<file path="src/rtl/clock_pkg.sv">
`default_nettype none
// ============================================================================
//  Module      : clock_pkg
//  Description : Shared types and seven-segment code constants for the
//                digital-clock datapath.
//                Codes are active-low: bit7 = dp, bits6..0 = g,f,e,d,c,b,a.
//  Revision    : 1.0  initial release
// ============================================================================
package clock_pkg;

   typedef logic [7:0] seg_t;

   // What a seven-segment decoder should show.
   typedef enum logic [1:0] {
      SEL_DIGIT = 2'd0,
      SEL_A     = 2'd1,
      SEL_P     = 2'd2,
      SEL_BLANK = 2'd3
   } seg_sel_t;

   localparam seg_t SEG_0     = 8'hC0;
   localparam seg_t SEG_1     = 8'hF9;
   localparam seg_t SEG_2     = 8'hA4;
   localparam seg_t SEG_3     = 8'hB0;
   localparam seg_t SEG_4     = 8'h99;
   localparam seg_t SEG_5     = 8'h92;
   localparam seg_t SEG_6     = 8'h82;
   localparam seg_t SEG_7     = 8'hF8;
   localparam seg_t SEG_8     = 8'h80;
   localparam seg_t SEG_9     = 8'h90;
   localparam seg_t SEG_A     = 8'h88;
   localparam seg_t SEG_P     = 8'h8C;
   localparam seg_t SEG_BLANK = 8'hFF;

   // Active-low code for a decimal digit; non-decimal values show blank.
   function automatic seg_t digit_code(input logic [3:0] d);
      seg_t c;
      case (d)
         4'd0:    c = SEG_0;
         4'd1:    c = SEG_1;
         4'd2:    c = SEG_2;
         4'd3:    c = SEG_3;
         4'd4:    c = SEG_4;
         4'd5:    c = SEG_5;
         4'd6:    c = SEG_6;
         4'd7:    c = SEG_7;
         4'd8:    c = SEG_8;
         4'd9:    c = SEG_9;
         default: c = SEG_BLANK;
      endcase
      return c;
   endfunction

endpackage
`default_nettype wire

</file>
<file path="src/rtl/seg7_decoder.sv">
`default_nettype none
// ============================================================================
//  Module      : seg7_decoder
//  Description : Seven-segment decoder for a decimal digit or the letters
//                A / P / blank.
//  Ports       : digit  in  4  decimal digit (used when sel = SEL_DIGIT)
//                sel    in  2  digit / A / P / blank select
//                seg    out 8  segment code (dp,g,f,e,d,c,b,a)
//  Revision    : 1.0  initial release
// ============================================================================
module seg7_decoder
   import clock_pkg::*;
#(
   parameter bit ACTIVE_LOW = 1'b1
) (
   input  logic [3:0] digit,
   input  seg_sel_t   sel,
   output seg_t       seg
);

   seg_t code;

   always_comb begin
      code = SEG_BLANK;
      case (sel)
         SEL_DIGIT: code = digit_code(digit);
         SEL_A:     code = SEG_A;
         SEL_P:     code = SEG_P;
         SEL_BLANK: code = SEG_BLANK;
         default:   code = SEG_BLANK;
      endcase
   end

   // Codes are native active-low; invert for active-high displays.
   assign seg = ACTIVE_LOW ? code : ~code;

endmodule
`default_nettype wire

</file>
<file path="src/rtl/hour_counter.sv">
`default_nettype none
// ============================================================================
//  Module      : hour_counter
//  Description : 12-hour hour counter (1..12) with AM/PM flag, advancing one
//                hour per enabled clock. Outputs are seven-segment codes
//                decoded combinationally from the state registers.
//  Ports       : clk    in  1  system clock (rising edge)
//                rst    in  1  synchronous active-high reset -> 12 AM
//                enb    in  1  advance one hour on this edge
//                h0     out 8  hour ones digit segments
//                h1     out 8  hour tens digit segments
//                am_pm  out 8  "A" / "P" segments
//  Revision    : 1.0  initial release
// ============================================================================
module hour_counter
   import clock_pkg::*;
#(
   parameter bit SEG_ACTIVE_LOW     = 1'b1,
   parameter bit BLANK_LEADING_ZERO = 1'b1
) (
   input  logic       clk,
   input  logic       rst,
   input  logic       enb,
   output logic [7:0] h0,
   output logic [7:0] h1,
   output logic [7:0] am_pm
);

   logic [3:0] hour_ones;
   logic       hour_tens;
   logic       pm;

   always_ff @(posedge clk) begin
      if (rst) begin
         hour_tens <= 1'b1;
         hour_ones <= 4'd2;
         pm        <= 1'b0;
      end else if (enb) begin
         if (hour_tens && hour_ones == 4'd2) begin
            // 12 -> 1
            hour_tens <= 1'b0;
            hour_ones <= 4'd1;
         end else if (hour_tens && hour_ones == 4'd1) begin
            // 11 -> 12 is the only step that flips AM/PM
            hour_ones <= 4'd2;
            pm        <= ~pm;
         end else if (hour_ones >= 4'd9) begin
            // 9 -> 10; the >= also pulls any out-of-range ones value back
            hour_tens <= 1'b1;
            hour_ones <= 4'd0;
         end else begin
            hour_ones <= hour_ones + 4'd1;
         end
      end
   end

   seg_sel_t h1_sel;
   seg_sel_t ap_sel;

   assign h1_sel = (hour_tens || !BLANK_LEADING_ZERO) ? SEL_DIGIT : SEL_BLANK;
   assign ap_sel = pm ? SEL_P : SEL_A;

   seg7_decoder #(.ACTIVE_LOW(SEG_ACTIVE_LOW)) u_dec_h0 (
      .digit (hour_ones),
      .sel   (SEL_DIGIT),
      .seg   (h0)
   );

   seg7_decoder #(.ACTIVE_LOW(SEG_ACTIVE_LOW)) u_dec_h1 (
      .digit ({3'b000, hour_tens}),
      .sel   (h1_sel),
      .seg   (h1)
   );

   seg7_decoder #(.ACTIVE_LOW(SEG_ACTIVE_LOW)) u_dec_ap (
      .digit (4'd0),
      .sel   (ap_sel),
      .seg   (am_pm)
   );

endmodule
`default_nettype wire

</file>
<file path="config.mk">
export PLATFORM = sky130hd
export DESIGN_NAME = hour_counter
export DESIGN_NICKNAME = d
export VERILOG_FILES = /design/src/rtl/clock_pkg.sv /design/src/rtl/seg7_decoder.sv /design/src/rtl/hour_counter.sv
export SDC_FILE = /design/constraint.sdc
export NUM_CORES = 1
export LEC_CHECK = 0
export BUFFER_PORTS_ARGS = -buffer_cell sky130_fd_sc_hd__buf_2
export CELL_PAD_IN_SITES_DETAIL_PLACEMENT = 1
export CELL_PAD_IN_SITES_GLOBAL_PLACEMENT = 2
export CORE_MARGIN = 1.5
export CORE_UTILIZATION = 29
export DETAILED_ROUTE_END_ITERATION = 7
export GPL_TIMING_DRIVEN = 0
export PLACE_DENSITY_LB_ADDON = 0.3
export REMOVE_ABC_BUFFERS = 1
export SETUP_SLACK_MARGIN = 0.02
export SLEW_MARGIN = 20
export SYNTH_ARGS = -nofsm -noshare
export SYNTH_HDL_FRONTEND = slang
export SYNTH_SLANG_ARGS = --single-unit
</file>
<file path="constraint.sdc">
create_clock -name clk -period 2.75 [get_ports clk]
set_input_delay 0 -clock clk [delete_from_list [all_inputs] [get_ports clk]]
set_output_delay 0 -clock clk [all_outputs]
set_load 0.02 [all_outputs]
</file>
# Word level (Yosys, flattened, before mapping)
# Memory sizes are Yosys's and may differ from the RTL's. A register that Yosys moved wholly into a read port is not among the register bits.
# Cells that the tools add are included.
totals:
  reg_bits: 6
  mem_bits_ro: 336
  output_inout_bits: 24
  wordCells: 40
  memories: 3
classes:
  n_addsub: 1
  n_lt_le_gt_ge: 1
  eq_ne: 9
  muxes: 14
  bitwise: 2
  reduce_logical: 7
memory_table:
  columns: ["memory", "words", "width", "rd", "rd_clocked_by_memory_dff", "wr", "line", "rtl"]
  rows:
  - ["(name not given)", 16, 7, 1, 0, 0, "clock_pkg.sv:38", "case (d)"]
  - ["(name not given)", 16, 7, 1, 1, 0, "clock_pkg.sv:38", null]
  - ["(name not given)", 16, 7, 1, 1, 0, "clock_pkg.sv:38", null]
op_table:
  columns: ["operator", "count"]
  rows:
  - ["case mux 8 bit (4 select lines)", 2]
  - ["2-to-1 mux 4 bit", 7]
  - ["== test 2 bit (second input constant)", 4]
  - ["AND reduction 3 bit", 2]
  - ["adder 4 x 1 -> 4 bit (second input constant)", 1]
  - ["== test 2 x 1 -> 1 bit (second input constant)", 2]
  - ["== test 4 x 1 -> 1 bit (second input constant)", 1]
  - ["== test 4 x 2 -> 1 bit (second input constant)", 1]
  - [">= comparator 4 bit (second input constant)", 1]
  - ["zero test 2 bit", 2]
  - ["2-to-1 mux 2 bit", 2]
  - ["2-to-1 mux 1 bit", 3]
  - ["logical AND 1 bit", 2]
  - ["inequality test 2 bit (second input constant)", 1]
  - ["inverter 1 bit", 2]
  - ["nonzero test 2 bit", 1]

# Longest topological paths before layout
# Gate-level depths: netlist (run 1).
logic_depth:
  depth_word: 6
  ltp_mapped: 10
  ltp_nobuf: 10

# Hierarchy
# From an unflattened synthesis (run 1), not the netlist that was laid out.
hier_totals:
  cells_unflattened: 168
  hier_area_um2: 1202.4
by_module_without_submodules:
  columns: ["mod", "n_inst", "cells_each", "area_each_um2", "seq_area_each_um2"]
  rows:
  - ["seg7_decoder", 3, 41, 270.3, 0.0]
  - ["hour_counter", 1, 45, 391.6, 120.1]

# Worst setup path before layout (run 1)
# OpenSTA, ideal clock, no wires.
synth_timing:
  path_kind: "register to register"
  from: "reg hour_ones[1]"
  to: "reg h0[0] (netlist name)"
  setup_time_ns: 0.122
  arrival_ns: 2.167
  required_ns: 2.628
  path_slack_ns: 0.461
  stages_incl_launch_ff: 10
  path_buffers: 0
  cell_sequence: "dfxtp_1 -> inv_1 -> ha_1 -> or3b_4 -> a21bo_2 -> o221ai_1 -> inv_1 -> ha_1 -> mux2i_1 -> a2bb2oi_1"
synth_between:
  elab_chain_len: 6
synth_lines:
  columns: ["element", "line", "rtl"]
  rows:
  - ["start: declaration", "hour_counter.sv:29", "logic [3:0] hour_ones;"]
  - ["start signal: assignment", "hour_counter.sv:52", "hour_ones <= hour_ones + 4'd1;"]
  - ["adder 4 x 1 -> 4 bit, or another cell as far along", "hour_counter.sv:52", null]
  - ["2-to-1 mux 4 bit or logical AND 1 bit (tied branches)", "hour_counter.sv:47, hour_counter.sv:43", null]
  - ["2-to-1 mux 4 bit", "hour_counter.sv:43", "end else if (hour_tens && hour_ones == 4'd1) begin"]
  - ["2-to-1 mux 4 bit", "hour_counter.sv:39", "if (hour_tens && hour_ones == 4'd2) begin"]
  - ["2-to-1 mux 4 bit (no line) * (2 in a row)", null, null]
# Mark *: on every way between the ends. The rest lies on a longest branch, timed or not.
# A chain may end at the register's enable or synchronous reset.

# Final worst setup path (run 1)
layout_timing:
  from: "reg hour_ones[1]"
  to: "reg h0[0] (netlist name)"
layout_between:
  elab_chain_len: 6
layout_lines:
  columns: ["element", "line"]
  rows:
  - ["adder 4 x 1 -> 4 bit, or another cell as far along", "hour_counter.sv:52"]
  - ["2-to-1 mux 4 bit or logical AND 1 bit (tied branches)", "hour_counter.sv:47, hour_counter.sv:43"]
  - ["2-to-1 mux 4 bit", "hour_counter.sv:43"]
  - ["2-to-1 mux 4 bit", "hour_counter.sv:39"]
  - ["2-to-1 mux 4 bit (no line) * (2 in a row)", null]
# Marked as above.

==> metrics, run 1 <==
status=completed; Tcrit/Tclk final=90.8%; Sequential cell area=280 um^2; Worst Path Required=2900 ps; Yosys top cell area share=30.9%; worst setup path start=hour_ones[1]; initial antenna violation count=0; die width=58.9 um; IO buf count=16; post-route ant nets=0; Synth top cells by count=buf_4, dfxtp_1, inv_1; multi-input logic area=493 um^2; worst path cell trace=inv_1, ha_1, or3b_4, a21bo_2, o221ai_2, inv_1, ha_1, mux2i_1, a2bb2oi_1; Crit Path Max Fanout=7; Main synth FF type=dfxtp_1; CP Capture Type=register; Yosys cell types=35; n_diodes=0; crit path time final=2500 ps; first-pass iteration count of the detailed router=2; switching share of power=33.1%; Worst-Skew Late Latency=280 ps; Clock Power Share=26.6%; Synth async-reset ratio=0%; DRC viols=0; Slew HR=55.7%; top cells by area, synth=dfxtp_1, buf_4, ha_1, inv_1, mux2i_1; CP arrival=2640 ps; Die ar.=0.00347 mm^2; TritonCTS clock tree=done; clk sink count=14; WL per Instance=12.0 um; Peak VDD IR=0.000204 V; GRT Overall Usage=10.2%; final core occ=32.6%; Initial Util=30.2%; max incr delay on CP=410 ps; num rows=20; first-pass GRT wire length=2.64 mm; most frequent cell after synthesis=buf_4; GRT Residual Overflow=0; vias in the first global route=611; fraction of layout cells with a size suffix above 1=30.8%; Worst Clk Skew=7.27 ps; pin count of the biggest net entering global routing=13; RR Startpoint=hour_ones[1]; dpl hpwl=1.26 mm; clock transition at the registers of the reported paths=80 ps; Leakage=0.481 nW; Area growth syn-to-layout=7.86%; CP Class=reg2reg; total number of vias=647; combinational power share=30.8%; Root Buffer=clkbuf_4; Final Wtd Congestion=0.680; final setup vio count=0; drt total wl=1.68 mm; Seq pwr share=42.7%; Top Ports=27; EDFF count, synth=0; Ys Warns=0; Die Span Y=58.9 um; setup slack after layout=253 ps; FILL cells=373; Core Region=0.00300 mm^2; worst slack, placed=1.66 ps; Worst-Margin Slew=656 ps; Setup TNS=0 ps; MaxCap Viol Count=0; HP Class=in2reg; Seq/Total Area, Yosys=30.9%; Syn Area/Cell=9.45 um^2; DP Cell Count=135; Seq cells post-synth=14; Hold Crit Start=enb; Post-CTS Setup Bufs=0; TritonCTS buffer count=3; Mapped Area=907 um^2; net switching power=0.000182 W; post-route insts no fill=140; worst-path cell with the longest stage delay=or3b_4; Synth area leader=dfxtp_1; Max Fclk=401 MHz; Max clock buf depth=2; Initial DRC Count=13; htree depth=1; P per Cell Area=562 mW/mm^2; drt via density=4.62; Slew Limit Fails=0; Synth Instances=96; RSZ-0062 raised after global routing=false; Layout Nets=120; startpoint types=register; Pint=0.000368 W; Final Hold Violating Endpoints=0
final cells by class:
class,instances,area share (%)
clock buffers,4,3.71
inverters,10,3.84
multi-input cells,62,50.4
flip-flops and latches,14,28.6
well taps,33,4.22
repair buffers,17,9.21
path summary, 6_finish.rpt:
path,to,slack (ps),depth (start not counted)
max,h0[0],250,9
min,hour_ones[1],110,2
max reg2reg,h0[0],250,9
min reg2reg,pm,520,2
critical path: cells and delay by family (launching register included):
| family | cells | cell delay (ps) |
|---|---|---|
| AO/OA/AOI/OAI | 3 | 640 |
| adder cells (fa/ha/maj) | 2 | 460 |
| AND/OR/NAND/NOR | 1 | 410 |
| flip-flops | 1 | 400 |
| buffers and inverters | 2 | 280 |
| multiplexers | 1 | 190 |
cell usage in the layout, fill, tap and decap left out, drive strengths merged, types with 2 or more instances in the layout:
cell and n:
a2bb2oi 2, mux2i 3, o221ai 3, a31oi 4, inv 10, a21oi 4, nand3 2, ha 9
or2 6, clkbuf 4, nor3 2, conb 10, buf 16, dfxtp 14
stage by stage:
step	area, um^2	total power, W	hold WS, ps
after floorplan	798	0.000359	72.4
after global placement	920	0.000401	275
after detailed placement	920	0.000406	279
after CTS	972	0.000559	103
after global routing	978	0.000587	122
final	978	0.000550	115
sequential cells by signal (all words and copies together) (netlist names), named ones only:
| register | cells |
|---|---|
| h0 | 7 |
| hour_ones | 4 |
| hour_tens | 1 |
| pm | 1 |
routing by layer:
layer	track usage (%)	share of wire [%]	vias up	wire (um)
met5	0	0	-	0
met4	4.87	1.0	0	17
met3	1.98	3.8	2	64
met2	17.6	51	16	861
met1	12.0	44	304	738
li1	-	-	325	-
cell families after synthesis:
| group | after synthesis | synth area share [%] |
|---|---|---|
| AO/OA/AOI/OAI | 20 | 16.1 |
| flip-flops | 14 | 30.9 |
| AND/OR/NAND/NOR | 18 | 15.0 |
| adder cells (fa/ha/maj) | 9 | 12.4 |
| multiplexers | 3 | 3.31 |
| other | 2 | 0.828 |
| buffers and inverters | 28 | 19.4 |
| XOR/XNOR | 2 | 1.93 |
repair_timing:
| action | 4_1_cts | 5_1_grt |
|---|---|---|
| endpoints found under the hold margin | 1 | 0 |
| gates resized for setup | 1 | 1 |
| endpoints found under the setup margin | 2 | 1 |
| hold buffers | 1 | 0 |
| gates cloned | 0 | 0 |
| pin swaps | 0 | 0 |
power by group through the flow:
stage | Combinational (W) | Sequential [W] | Clock, W
after detailed placement | 0.000166 | 0.000240 | 0
final | 0.000169 | 0.000235 | 0.000146
after global routing | 0.000187 | 0.000238 | 0.000162
after CTS | 0.000170 | 0.000235 | 0.000154
after floorplan | 0.000103 | 0.000256 | 0
after global placement | 0.000162 | 0.000239 | 0
Note: power is estimated with default switching activity, not from simulation.
==> run 2, diff against run 1 <==
--- a/config.mk
+++ b/config.mk
@@ -5,7 +5,9 @@
 export SDC_FILE = /design/constraint.sdc
 export NUM_CORES = 1
 export LEC_CHECK = 0
+export ABC_AREA = 1
 export BUFFER_PORTS_ARGS = -buffer_cell sky130_fd_sc_hd__buf_2
+export CAP_MARGIN = 20
 export CELL_PAD_IN_SITES_DETAIL_PLACEMENT = 1
 export CELL_PAD_IN_SITES_GLOBAL_PLACEMENT = 2
 export CORE_MARGIN = 1.5
==> run 2 against run 1 <==
Setup slack improved by 350 ps. Critical path depth is 2 higher. Cell count is 26% higher. Clock-buffer cell count unchanged. Worst hold slack worse by 80 ps. First-iteration DRC count rose by 38%. Global-route usage is 1.8 points higher. Power up 4.5%. Register-to-register slack better by 350 ps. Synthesized cell count rose by 25%. Routed wire length up 9.6%. Area after synthesis rose by 6.8%. Critical path type unchanged.
==> metrics, run 2 <==
Main synth FF type=dfxtp_1; crit path time final=2140 ps; CP arrival=2330 ps; EDFF count, synth=0; switching share of power=36.4%; max incr delay on CP=440 ps; GRT Residual Overflow=0; drt via density=4.11; Max Fclk=466 MHz; Root Buffer=clkbuf_4; MaxCap Viol Count=0; worst path cell trace=inv_1, ha_1, nand3_1, nor2_1, nand2_1, nand3_1, ha_1, inv_1, nand3_1, nand3_1, nand2_2; commonest non-fill, non-tap cell in the layout=nand3_1; TritonCTS buffer count=3; Die Span Y=60.8 um; initial antenna violation count=0; Initial Util=31.2%; startpoint types=register; Tcrit/Tclk final=78.0%; Pint=0.000366 W; status=completed; Slew Limit Fails=0; Yosys cell types=22; Seq cells post-synth=14; Syn Area/Cell=8.07 um^2; CP Capture Type=register; P per Cell Area=544 mW/mm^2; Initial DRC Count=18; num rows=20; total number of vias=728; WL per Instance=10.4 um; Synth Instances=120; Final Wtd Congestion=0.754; Setup TNS=0 ps; Post-DP Area=0.00102 mm^2; worst-path cell with the longest stage delay=dfxtp_1; top cells by area, synth=dfxtp_1, buf_4, ha_1, nand3_1, inv_1; Synth top cells by count=nand3_1, inv_1, buf_4; IO buf count=16; pin count of the biggest net entering global routing=9; clock transition at the registers of the reported paths=80 ps; CP most frequent cell=nand3_1; vias in the first global route=705; Final Hold Violating Endpoints=0; post-CTS sizing=0; Mapped Area=968 um^2; combinational power share=33.2%; first-pass iteration count of the detailed router=4; die width=60.8 um; GRT Overall Usage=12.0%; Clock Power Share=25.5%; post-route ant nets=0; Core Region=0.00310 mm^2; first-pass GRT wire length=3.17 mm; Layout Nets=146; Worst Clk Skew=4.09 ps; Post-CTS Setup Bufs=0; net switching power=0.000210 W; hold_buf cts=0; Yosys top cell area share=28.9%; dpl hpwl=1.54 mm; multi-input logic area=532 um^2; drt total wl=1.84 mm; Peak VDD IR=0.000140 V; final setup vio count=0; max FFs per register=7; Sequential cell area=280 um^2; HP Class=in2reg; design area=0.00106 mm^2; htree depth=1; Crit Path Max Fanout=6; Ys Warns=0; fraction of layout cells with a size suffix above 1=33.8%; commonest cells after routing, fill and taps aside=nand3_1, inv_1, buf_2; FILL cells=403; Worst Path Required=2940 ps; Synth area leader=dfxtp_1; clk sink count=14; most frequent cell after synthesis=nand3_1; Area growth syn-to-layout=9.17%; n_diodes=0; Leakage=0.567 nW; Die ar.=0.00369 mm^2; Seq/Total Area, Yosys=28.9%; TritonCTS clock tree=done; DRC viols=0; Worst-Skew Late Latency=280 ps; Top Ports=27; Max clock buf depth=2; Seq pwr share=41.3%; Synth async-reset ratio=0%; CP Class=reg2reg; RSZ-0062 raised after global routing=false
==> run 2: final timing paths <==
| check | from | to | slack [ps] | cells after the start |
|---|---|---|---|---|
| max | hour_ones[1] | h0[3] | 610 | 11 |
| min | rst | hour_ones[1] | 30 | 3 |
| max reg2reg | hour_ones[1] | h0[3] | 610 | 11 |
| min reg2reg | pm | pm | 460 | 2 |
==> run 2: stage by stage <==
stage	worst slack (ps)	hold slack, ps	instances	total power, W	util [%]
floorplan	934	116	113	0.000384	-
global placement	639	315	173	0.000431	32.9
detailed placement	567	325	173	0.000436	32.9
CTS	549	26.8	177	0.000588	34.1
global route	392	31.7	177	0.000622	34.1
finish	606	34.5	177	0.000575	34.1
==> run 2: cells by family (layout without fill, tap and decap cells) <==
family          Yosys count  count (layout)  synth area share, %
simple gates             53              53                 34.0
buf+inv                  34              39                 19.3
flops                    14              14                 28.9
fa+ha+maj                 9               9                 11.6
compound gates            7               7                 4.52
other cells               2              10                0.775
xor+xnor                  1               1                0.905
==> run 2: critical path, delay by kind of cell, from the launching register on <==
family | cells | cell delay, ps
DFF | 1 | 440
buffers and inverters | 2 | 140
and+or+nand+nor | 7 | 880
adders and majority gates | 2 | 560
==> run 2: per-layer routing <==
| layer | track usage (%) | vias to the layer above | part of all wire [%] |
|---|---|---|---|
| met5 | 0 | - | 0 |
| met3 | 3.84 | 4 | 4.6 |
| li1 | - | 372 | - |
| met4 | 4.66 | 0 | 1.6 |
| met2 | 20.1 | 19 | 46 |
| met1 | 14.2 | 333 | 48 |
==> run 2: power groups by stage <==
| stage | clock network, W | logic, W | registers (W) |
|---|---|---|---|
| after floorplan | 0 | 0.000124 | 0.000260 |
| after global placement | 0 | 0.000189 | 0.000242 |
| after detailed placement | 0 | 0.000194 | 0.000243 |
| after CTS | 0.000155 | 0.000195 | 0.000238 |
| after global routing | 0.000163 | 0.000218 | 0.000241 |
| final | 0.000147 | 0.000191 | 0.000237 |
==> run 2: layout make-up <==
cell class | count | area share, %
sequential | 14 | 26.5
clock buffer | 4 | 3.43
multi-input combinational | 80 | 50.3
timing repair buffer | 16 | 7.57
tap | 44 | 5.21
inverter | 19 | 6.98
==> run 3, diff against run 2 <==
==> constraint.sdc (replaced) <==
create_clock -name clk -period 2 [get_ports clk]
set_input_delay 0 -clock clk [delete_from_list [all_inputs] [get_ports clk]]
set_output_delay 0 -clock clk [all_outputs]
set_load 0.02 [all_outputs]
==> run 3 against run 2 <==
Setup slack got worse by 440 ps. Via count grew 1.6%. Clock skew grew 1.9 ps. Flip-flop and latch count stayed put. Non-clock buffer count up 2.
==> metrics, run 3 (synthesis gave the netlist of run 2 again) <==
Max Fclk=545 MHz; max FFs per register=7; GRT Overall Usage=12.1%; fraction of layout cells with a size suffix above 1=40.7%; n_diodes=0; RSZ-0062 raised after global routing=false; CP most frequent cell=inv_1; Worst Path Required=2190 ps; Root Buffer=clkbuf_4; Layout Nets=148; final core occ=35.6%; commonest non-fill, non-tap cell in the layout=buf_2; post-route insts no fill=179; pin count of the biggest net entering global routing=9; Leakage=0.580 nW; max incr delay on CP=360 ps; drt via density=4.13; first-pass GRT wire length=3.19 mm; status=completed; initial antenna violation count=0; clk sink count=14; final setup vio count=0; vias in the first global route=711; Worst Clk Skew=6.00 ps; MaxCap Viol Count=0; RR Endpoint=h0[3]; HP Class=in2reg; CP arrival=2020 ps; TritonCTS buffer count=3; Seq pwr share=40.6%; Final Wtd Congestion=0.754; delay-heaviest family, CP=simple AND/OR/NAND/NOR gates; post-route ant nets=0; worst path cell trace=inv_1, ha_1, inv_1, nand3_1, nand2_2, nand2_1, nand2_1, nand3_4, ha_1, inv_1, nand3_1, nand3_2, nand2_2; crit path time final=1830 ps; switching share of power=36.5%; FILL cells=403; worst-path cell with the longest stage delay=dfxtp_4; CP Class=reg2reg; Hold Crit Start=rst; startpoint types=register; Slew Limit Fails=0; num rows=20; dpl hpwl=1.54 mm; Setup TNS=0 ps; Die Span Y=60.8 um; Worst-Skew Late Latency=280 ps; die width=60.8 um; multi-input logic area=557 um^2; net switching power=0.000292 W; worst hold endpoint=hour_ones[1]; flop-to-flop setup slack=170 ps; total number of vias=740; drt total wl=1.88 mm; TritonCTS clock tree=done; DRC viols=0; htree depth=1; Max clock buf depth=2; DP Cell Count=173; P per Cell Area=725 mW/mm^2; Peak VDD IR=0.000205 V; buffer and inverter count on the worst path=3; worst setup path start=hour_ones[1]; Tcrit/Tclk final=91.7%; Top Ports=27; Area growth syn-to-layout=14.1%; Clock Power Share=25.2%; commonest cells after routing, fill and taps aside=buf_2, nand3_1, inv_1; clock transition at the registers of the reported paths=80 ps; Initial DRC Count=13; RR Startpoint=hour_ones[1]; Pint=0.000509 W; Die ar.=0.00369 mm^2; Hold Path Depth=3; Crit Path Max Fanout=6; Initial Util=31.2%; combinational power share=34.3%; Sequential cell area=288 um^2; Core Region=0.00310 mm^2; FF-to-FF path depth=13; GRT Residual Overflow=0; IO buf count=16; Final Hold Violating Endpoints=0; first-pass iteration count of the detailed router=2; WL per Instance=10.5 um; CP Capture Type=register
[run 3: layer usage]
metal | vias up | track usage, % | part of all wire, %
li1 | 378 | - | -
met1 | 339 | 14.2 | 46
met2 | 19 | 20.4 | 48
met3 | 4 | 3.84 | 4.6
met4 | 0 | 4.66 | 1.4
met5 | - | 0 | 0
[run 3: metrics by stage]
stage | area [um^2] | hold WS [ps] | worst slack [ps] | total power (W)
2_1_floorplan | 886 | 116 | 184 | 0.000529
3_3_place_gp | 1020 | 315 | -111 | 0.000593
3_5_place_dp | 1020 | 325 | -183 | 0.000600
4_1_cts | 1070 | 26.5 | 23.6 | 0.000811
5_1_grt | 1100 | 42.7 | 27.7 | 0.000865
6_report | 1100 | 46.6 | 166 | 0.000801
[run 3: layout make-up]
| cell class | count | share of cell area (%) |
|---|---|---|
| flip-flops and latches | 14 | 26.0 |
| inverters | 19 | 6.68 |
| multi-input cells | 80 | 50.4 |
| clock buffers | 4 | 3.28 |
| well taps | 44 | 4.98 |
| repair buffers | 18 | 8.61 |
[run 3: power groups by stage]
stage	clock network (W)	logic, W	registers, W
floorplan	0	0.000171	0.000357
global placement	0	0.000260	0.000332
detailed placement	0	0.000267	0.000334
CTS	0.000213	0.000269	0.000328
global route	0.000223	0.000312	0.000330
finish	0.000202	0.000275	0.000325
[run 3: timing repair]
item | in CTS | in global routing
resized for setup | 3 | 8
setup buffers | 0 | 2
hold buffers | 0 | 0
endpoints found under the setup margin | 6 | 6
hold endpoints to repair | 0 | 0
[run 3: worst max path at each step]
| stage | to | slack [ps] | depth (start not counted) |
|---|---|---|---|
| global route | h0[5] | 30 | 12 |
| CTS | h0[3] | 20 | 13 |
| floorplan | h0[3] | 180 | 13 |
| global placement | h0[3] | -110 | 11 |
| finish | h0[3] | 170 | 13 |
| detailed placement | h0[3] | -180 | 11 |
[run 3: worst register-to-register path, cell delays in order (launching register included)]
cell and delay (ps):
dfxtp_4 360, inv_1 60, ha_1 190, inv_1 60, nand3_1 80, nand2_2 100
nand2_1 60, nand2_1 100, nand3_4 110, ha_1 310, inv_1 50, nand3_1 120
nand3_2 110, nand2_2 40
